**config.mk**
```make
export PLATFORM = sky130hd
export DESIGN_NAME = cmd_parse_multi
export DESIGN_NICKNAME = d
export VERILOG_FILES = /design/src/rtl/cmd_parse_multi_pkg.sv /design/src/rtl/cmd_parse_multi_hex_char_decode.sv /design/src/rtl/cmd_parse_multi.sv
export SDC_FILE = /design/constraint.sdc
export NUM_CORES = 1
export LEC_CHECK = 0
export BUFFER_PORTS_ARGS = -buffer_cell sky130_fd_sc_hd__buf_2
export CAP_MARGIN = 20
export CELL_PAD_IN_SITES_DETAIL_PLACEMENT = 1
export CELL_PAD_IN_SITES_GLOBAL_PLACEMENT = 1
export CORE_ASPECT_RATIO = 0.5
export CORE_MARGIN = 2
export CORE_UTILIZATION = 47
export CTS_CLUSTER_DIAMETER = 120
export CTS_CLUSTER_SIZE = 28
export DETAILED_ROUTE_END_ITERATION = 16
export PLACE_DENSITY_LB_ADDON = 0.15
export RECOVER_POWER = 50
export SLEW_MARGIN = 20
export SYNTH_ARGS = -nofsm -noshare
export SYNTH_HDL_FRONTEND = slang
export SYNTH_SLANG_ARGS = --single-unit
```
**constraint.sdc**
```tcl
create_clock -name clk_rx -period 4.95 [get_ports clk_rx]
set_input_delay 0.99 -clock clk_rx [delete_from_list [all_inputs] [get_ports clk_rx]]
set_output_delay 0.99 -clock clk_rx [all_outputs]
set_load 0.01 [all_outputs]
```
**src/rtl/cmd_parse_multi_pkg.sv**
```systemverilog
// Shared definitions for the multi-channel command parser: response codes,
// FSM state encoding, command characters and a constant-width helper.
package cmd_parse_multi_pkg;

  // Response type codes driven on send_resp_type
  localparam logic [1:0] RESP_OK   = 2'b00;
  localparam logic [1:0] RESP_ERR  = 2'b01;
  localparam logic [1:0] RESP_DATA = 2'b10;

  // Parser FSM states
  typedef enum logic [1:0] {
    ST_IDLE      = 2'd0,
    ST_GET_CH    = 2'd1,
    ST_GET_ARG   = 2'd2,
    ST_SEND_RESP = 2'd3
  } state_t;

  // Command letters (7-bit ASCII, bit 7 of the received byte is ignored)
  localparam logic [6:0] CHAR_W_UC = 7'h57;
  localparam logic [6:0] CHAR_W_LC = 7'h77;
  localparam logic [6:0] CHAR_R_UC = 7'h52;
  localparam logic [6:0] CHAR_R_LC = 7'h72;

  // Number of bits needed to hold values 0..value-1 (ceil(log2(value))).
  // Callers clamp the result to at least 1.
  function automatic int clogb2(input int value);
    int r;
    r = 0;
    for (int i = 0; i < 31; i++) begin
      if ((1 << i) < value) r = i + 1;
    end
    return r;
  endfunction

endpackage

```
**src/rtl/cmd_parse_multi_hex_char_decode.sv**
```systemverilog
// Combinational ASCII hex digit decoder: {invalid, value[3:0]}.
module hex_char_decode (
  input  logic [6:0] char_in,
  output logic [4:0] dec_out
);

  // Map 0-9, A-F, a-f to 0..15; anything else flags invalid with value 0
  always_comb begin
    dec_out = 5'b1_0000;
    if (char_in >= 7'h30 && char_in <= 7'h39) begin
      dec_out = {1'b0, 4'(char_in - 7'h30)};
    end else if (char_in >= 7'h41 && char_in <= 7'h46) begin
      dec_out = {1'b0, 4'(char_in - 7'h37)};
    end else if (char_in >= 7'h61 && char_in <= 7'h66) begin
      dec_out = {1'b0, 4'(char_in - 7'h57)};
    end
  end

endmodule

```
**src/rtl/cmd_parse_multi.sv**
```systemverilog
// Character command parser: W<ch><hex digits> writes a channel register,
// R<ch> reads one back. Every accepted character is echoed, and each
// command ends in an OK / ERR / DATA response held until send_resp_done.
//
// Handshake: a character is taken only on the first cycle rx_data_rdy is
// seen high while char_fifo_full is low; a response is offered by holding
// send_resp_val (with stable type/data) until send_resp_done is sampled
// high, at which point val drops and the parser returns to IDLE.
module cmd_parse_multi
  import cmd_parse_multi_pkg::*;
#(
  parameter int ARG_DIGITS = 8,
  parameter int NUM_CH     = 4
) (
  input  logic                           clk_rx,
  input  logic                           rst_clk_rx_n,
  input  logic [7:0]                     rx_data,
  input  logic                           rx_data_rdy,
  input  logic                           char_fifo_full,
  output logic                           send_char_val,
  output logic [7:0]                     send_char,
  output logic                           send_resp_val,
  output logic [1:0]                     send_resp_type,
  output logic [4*ARG_DIGITS-1:0]        send_resp_data,
  input  logic                           send_resp_done,
  output logic [NUM_CH*4*ARG_DIGITS-1:0] ch_data,
  output logic [NUM_CH-1:0]              ch_wr_stb,
  output logic [1:0]                     state_dbg
);

  localparam int DATA_W = 4 * ARG_DIGITS;
  localparam int CNT_W  = (clogb2(ARG_DIGITS) < 1) ? 1 : clogb2(ARG_DIGITS);
  localparam int CH_W   = (clogb2(NUM_CH) < 1) ? 1 : clogb2(NUM_CH);
  localparam logic [CNT_W-1:0] CNT_LOAD = CNT_W'(ARG_DIGITS - 1);

  state_t                     state_q, state_d;
  logic                       rdy_prev_q, rdy_prev_d;
  logic                       is_write_q, is_write_d;
  logic [CH_W-1:0]            ch_q, ch_d;
  logic [CNT_W-1:0]           cnt_q, cnt_d;
  logic [DATA_W-1:0]          shift_q, shift_d;
  logic                       char_val_q, char_val_d;
  logic [7:0]                 char_q, char_d;
  logic                       resp_val_q, resp_val_d;
  logic [1:0]                 resp_type_q, resp_type_d;
  logic [DATA_W-1:0]          resp_data_q, resp_data_d;
  logic [NUM_CH*DATA_W-1:0]   ch_data_q, ch_data_d;
  logic [NUM_CH-1:0]          stb_q, stb_d;

  logic [4:0]        dec;
  logic              dec_bad;
  logic [3:0]        dec_val;
  logic              accept;
  logic              ch_ok;
  logic              is_w_cmd;
  logic              is_r_cmd;
  logic [DATA_W-1:0] shift_next;

  hex_char_decode u_hex_char_decode (
    .char_in (rx_data[6:0]),
    .dec_out (dec)
  );

  assign dec_bad    = dec[4];
  assign dec_val    = dec[3:0];
  assign accept     = rx_data_rdy & ~rdy_prev_q & ~char_fifo_full;
  assign ch_ok      = !dec_bad && (int'(dec_val) < NUM_CH);
  assign is_w_cmd   = (rx_data[6:0] == CHAR_W_UC) || (rx_data[6:0] == CHAR_W_LC);
  assign is_r_cmd   = (rx_data[6:0] == CHAR_R_UC) || (rx_data[6:0] == CHAR_R_LC);
  // New digit enters at the LSB nibble; the oldest nibble falls off the top
  assign shift_next = DATA_W'({shift_q, dec_val});

  // Next-state, echo, argument accumulation and response generation
  always_comb begin
    state_d     = state_q;
    rdy_prev_d  = rx_data_rdy;
    is_write_d  = is_write_q;
    ch_d        = ch_q;
    cnt_d       = cnt_q;
    shift_d     = shift_q;
    char_val_d  = accept;
    char_d      = accept ? rx_data : char_q;
    resp_val_d  = resp_val_q;
    resp_type_d = resp_type_q;
    resp_data_d = resp_data_q;
    ch_data_d   = ch_data_q;
    stb_d       = '0;

    case (state_q)
      ST_IDLE: begin
        if (accept) begin
          if (is_w_cmd) begin
            is_write_d = 1'b1;
            state_d    = ST_GET_CH;
          end else if (is_r_cmd) begin
            is_write_d = 1'b0;
            state_d    = ST_GET_CH;
          end
        end
      end

      ST_GET_CH: begin
        if (accept) begin
          if (!ch_ok) begin
            resp_val_d  = 1'b1;
            resp_type_d = RESP_ERR;
            state_d     = ST_SEND_RESP;
          end else if (is_write_q) begin
            ch_d    = CH_W'(dec_val);
            shift_d = '0;
            cnt_d   = CNT_LOAD;
            state_d = ST_GET_ARG;
          end else begin
            ch_d        = CH_W'(dec_val);
            resp_val_d  = 1'b1;
            resp_type_d = RESP_DATA;
            for (int k = 0; k < NUM_CH; k++) begin
              if (int'(dec_val) == k) resp_data_d = ch_data_q[k*DATA_W +: DATA_W];
            end
            state_d = ST_SEND_RESP;
          end
        end
      end

      ST_GET_ARG: begin
        if (accept) begin
          if (dec_bad) begin
            resp_val_d  = 1'b1;
            resp_type_d = RESP_ERR;
            state_d     = ST_SEND_RESP;
          end else begin
            shift_d = shift_next;
            if (cnt_q == '0) begin
              for (int k = 0; k < NUM_CH; k++) begin
                if (int'(ch_q) == k) begin
                  ch_data_d[k*DATA_W +: DATA_W] = shift_next;
                  stb_d[k] = 1'b1;
                end
              end
              resp_val_d  = 1'b1;
              resp_type_d = RESP_OK;
              state_d     = ST_SEND_RESP;
            end else begin
              cnt_d = cnt_q - CNT_W'(1);
            end
          end
        end
      end

      ST_SEND_RESP: begin
        // Characters here are echoed only; the response stays put until done
        if (send_resp_done) begin
          resp_val_d = 1'b0;
          state_d    = ST_IDLE;
        end
      end

      default: state_d = ST_IDLE;
    endcase
  end

  // State and output registers with asynchronous active-low reset
  always_ff @(posedge clk_rx or negedge rst_clk_rx_n) begin
    if (!rst_clk_rx_n) begin
      state_q     <= ST_IDLE;
      rdy_prev_q  <= 1'b0;
      is_write_q  <= 1'b0;
      ch_q        <= '0;
      cnt_q       <= '0;
      shift_q     <= '0;
      char_val_q  <= 1'b0;
      char_q      <= 8'h00;
      resp_val_q  <= 1'b0;
      resp_type_q <= RESP_ERR;
      resp_data_q <= '0;
      ch_data_q   <= '0;
      stb_q       <= '0;
    end else begin
      state_q     <= state_d;
      rdy_prev_q  <= rdy_prev_d;
      is_write_q  <= is_write_d;
      ch_q        <= ch_d;
      cnt_q       <= cnt_d;
      shift_q     <= shift_d;
      char_val_q  <= char_val_d;
      char_q      <= char_d;
      resp_val_q  <= resp_val_d;
      resp_type_q <= resp_type_d;
      resp_data_q <= resp_data_d;
      ch_data_q   <= ch_data_d;
      stb_q       <= stb_d;
    end
  end

  assign send_char_val  = char_val_q;
  assign send_char      = char_q;
  assign send_resp_val  = resp_val_q;
  assign send_resp_type = resp_type_q;
  assign send_resp_data = resp_data_q;
  assign ch_data        = ch_data_q;
  assign ch_wr_stb      = stb_q;
  assign state_dbg      = state_q;

endmodule

```
==> flow_summary.ini <==
[outcome]
status = complete, but fails checks
violations = capacitance limit, slew limit

[worst_setup_path]
crit_arrival_ns = 4.10
crit_start = rx_data[1]
critPathKind = in -> reg
endpoint_kind = flop
path_cells = buf_2 > inv_1 > ha_1 > nor2b_1 > or4_1 > a31o_2 > or4b_2 > nor2_1 > o31a_1
crit_path_start_kind = input pin
r2r-start = rdy_prev_q
slowest_stage = or4b_2
path_delay_family = simple AND/OR/NAND/NOR gates
cp_max_fo = 32
crit_buf_inv = 2
r2r_slack_ns = 1.63
cp.required_ns = 5.36
slowest_delay_ns = 1.12

[sta]
setup_slack_ns = 1.259
grt_setup_unrepaired = no
finalHoldViolCount = 0
finClkSkew_ns = 0.02007
setup_viol = 0
worst_pin_slew_ns = 2.718
final_max_slew_viol_count = 135
maxSlewHeadroom_pct = -81.17
tns_ns = 0
period_share_pct = 74.56
min_period_ns = 3.691
fmax_ghz = 0.2709

[floorplanning]
rows = 37
ios = 191
dieArea_mm2 = 0.02218
die_h_um = 106.3
core-area_mm2 = 0.02055
die_w_um = 208.6
initial_utilization_pct = 47.88

[clock_network]
cts_tree = done
insertion_delay_ns = 0.47
cts_sinks = 213
hold_buffers = 0
root_buffer = clkbuf_16
cts_resized = 0
cts_buffer_depth = 3
cts_buffers = 11
path_clk_slew_ns = 0.11
cts_setup_buffers = 0
htree_num_levels = 1

[cells_and_area]
layout.nets = 1041
multi_input_area_mm2 = 0.004180
fin_util_pct = 54.91
fillers = 2255
num_antenna_cells = 0
seq_area_mm2 = 0.005331
drive_gt1_share_pct = 19.84
syn_to_final_growth_pct = 14.67

[drt]
drc = 0
dr.pass1.iters = 4
final_antenna_net_count = 0
num_vias = 7511
vias_per_cell = 5.818
wirelength_mm = 29.62
wire_per_inst_um = 22.94
drtIter0Drc = 403

[grt]
grt.busiest_layer = met2
grt_overflow = 0
grtUsageMet3_pct = 4.018
grt_pass1_vias = 7827
antenna_found_initial = 0
use_met1_pct = 38.29
grt_use_total_pct = 26.88
grt_util_met2_pct = 44.70
grt_first_pass_wirelength_mm = 46.53
grt_max_degree = 84

[synthesis]
synth.cell_area_mm2 = 0.009842
synth-xor-area-share_pct = 0.1780
synth_ff_type = dfrtp_1
synth_mux_area_share_pct = 17.32
synth-warning-count = 0
synthTopCellsByArea = dfrtp_1 54%, mux2_1 11%, mux2_4 4.6%
yosys.area_share.simple_pct = 10.84
syn_area_per_cell_um2 = 11.55
yosysTopAreaCell = dfrtp_1
yosysMostFrequentCell = dfrtp_1
syn_nets = 876
yosysUniqueCellTypes = 56
synthAdderAreaFrac_pct = 1.398
synth_top_family_by_area = multiplexers
synth_top_area_share_pct = 53.90
synth-seq-cells = 213
syn_inst = 852
yosysSeqAreaShare_pct = 54.17
ys_async_sr_fraction_pct = 100.0
synth-edff-count = 0
ys_top_cells_by_count = 212 x dfrtp_1, 92 x mux2_1, 86 x nor2_1
synth_compound_area_share_pct = 12.04

[min_path]
min_from = cnt_q[0]
hp-class = reg -> reg

[placed_design]
io_buffers = 190
post-place-ws_ns = 0.7872
dp_hpwl_mm = 19.72
gp_congestion = 0.8545

[power]
p_leak_nw = 5.633
power_density_mw_per_mm2 = 293.8
vdd_drop_max_v = 0.0002141

[flow_run]
cap_viol_max_count = 2
[routing by layer]
metal  part of all wire (%)  vias up
li1                       -     3334
met1                     47     3982
met2                     48      171
met3                    4.3       24
met4                    1.2        0
met5                      0        -
[layout make-up]
type,instances,area share [%]
repair buffers,207,8.714
multi-input cells,544,37.04
clock inverters,1,0.1441
clock buffers,13,2.506
well taps,273,3.027
inverters,40,1.330
flip-flops and latches,213,47.24
[cell usage in the layout (no fill, tap or decap), types with 2 or more instances in the layout]
cell type / netlist / routed
or3_1: 3 / 3
buf_4: 0 / 15
buf_2: 16 / 110
nand3b_1: 3 / 3
o31ai_1: 2 / 2
nand3_1: 3 / 3
a22o_1: 25 / 25
nor2b_1: 2 / 2
o31a_1: 26 / 26
mux2_4: 30 / 30
ha_1: 11 / 11
nor3_1: 56 / 55
xnor2_1: 2 / 2
a21oi_1: 37 / 36
nand2b_1: 11 / 11
a21boi_0: 26 / 26
a211oi_1: 4 / 4
mux2i_1: 6 / 6
nand2_1: 37 / 36
o311ai_0: 2 / 2
nor4_4: 0 / 3
clkbuf_16: 0 / 11
mux2_2: 14 / 14
a31oi_1: 3 / 3
clkbuf_1: 35 / 82
inv_1: 39 / 39
nand4_1: 2 / 2
nor2_1: 86 / 86
dfrtp_1: 212 / 212
o21ai_0: 20 / 20
o21ai_1: 7 / 6
nor4_1: 4 / 4
or3b_1: 2 / 2
mux2_1: 92 / 92
o32ai_1: 2 / 2
a31o_2: 2 / 2
[state kept, by name (all words and copies together), names as in the netlist, 2 cells and up]
signal	count
shift_q	28
send_resp_data	32
send_resp_type	2
ch_data	128
send_char	8
ch_wr_stb	4
cnt_q	3
state_dbg	2
ch_q	2
[worst paths after layout]
kind | endpoint | cells past startpoint
worst max-delay path | send_resp_data[23] | 9
worst min-delay path | cnt_q[0] | 1
worst max register to register | ch_data[122] | 6
worst min register to register | cnt_q[0] | 1
max in group asynchronous | ch_data[46] | 2
min in group asynchronous | send_resp_data[22] | 1
[cells by family after synthesis]
logic type               after synthesis
flip-flops                           213
AND/OR/NAND/NOR                      222
multiplexers                         142
adder cells (fa/ha/maj)               11
AO/OA/AOI/OAI                        167
XOR/XNOR                               2
buffers and inverters                 95
[where the power goes]
group          switching, W  internal, W  total, W  leakage, nW
Sequential        0.0000531      0.00182   0.00187         2.92
Clock              0.000569     0.000417  0.000986        0.145
Combinational      0.000302     0.000160  0.000461         2.57
[through the flow]
step	cell area (um^2)	power [W]	hold slack, ns	cells
5_1_grt	11290	0.003472	0.5103	1291
6_report	11290	0.003316	0.4822	1291
4_1_cts	11400	0.003366	0.4876	1291
2_1_floorplan	9842	0.002179	0.4502	852
3_5_place_dp	11100	0.002381	0.4661	1277
3_3_place_gp	11100	0.002361	0.4571	1277
(Power assumes the default switching activity.)
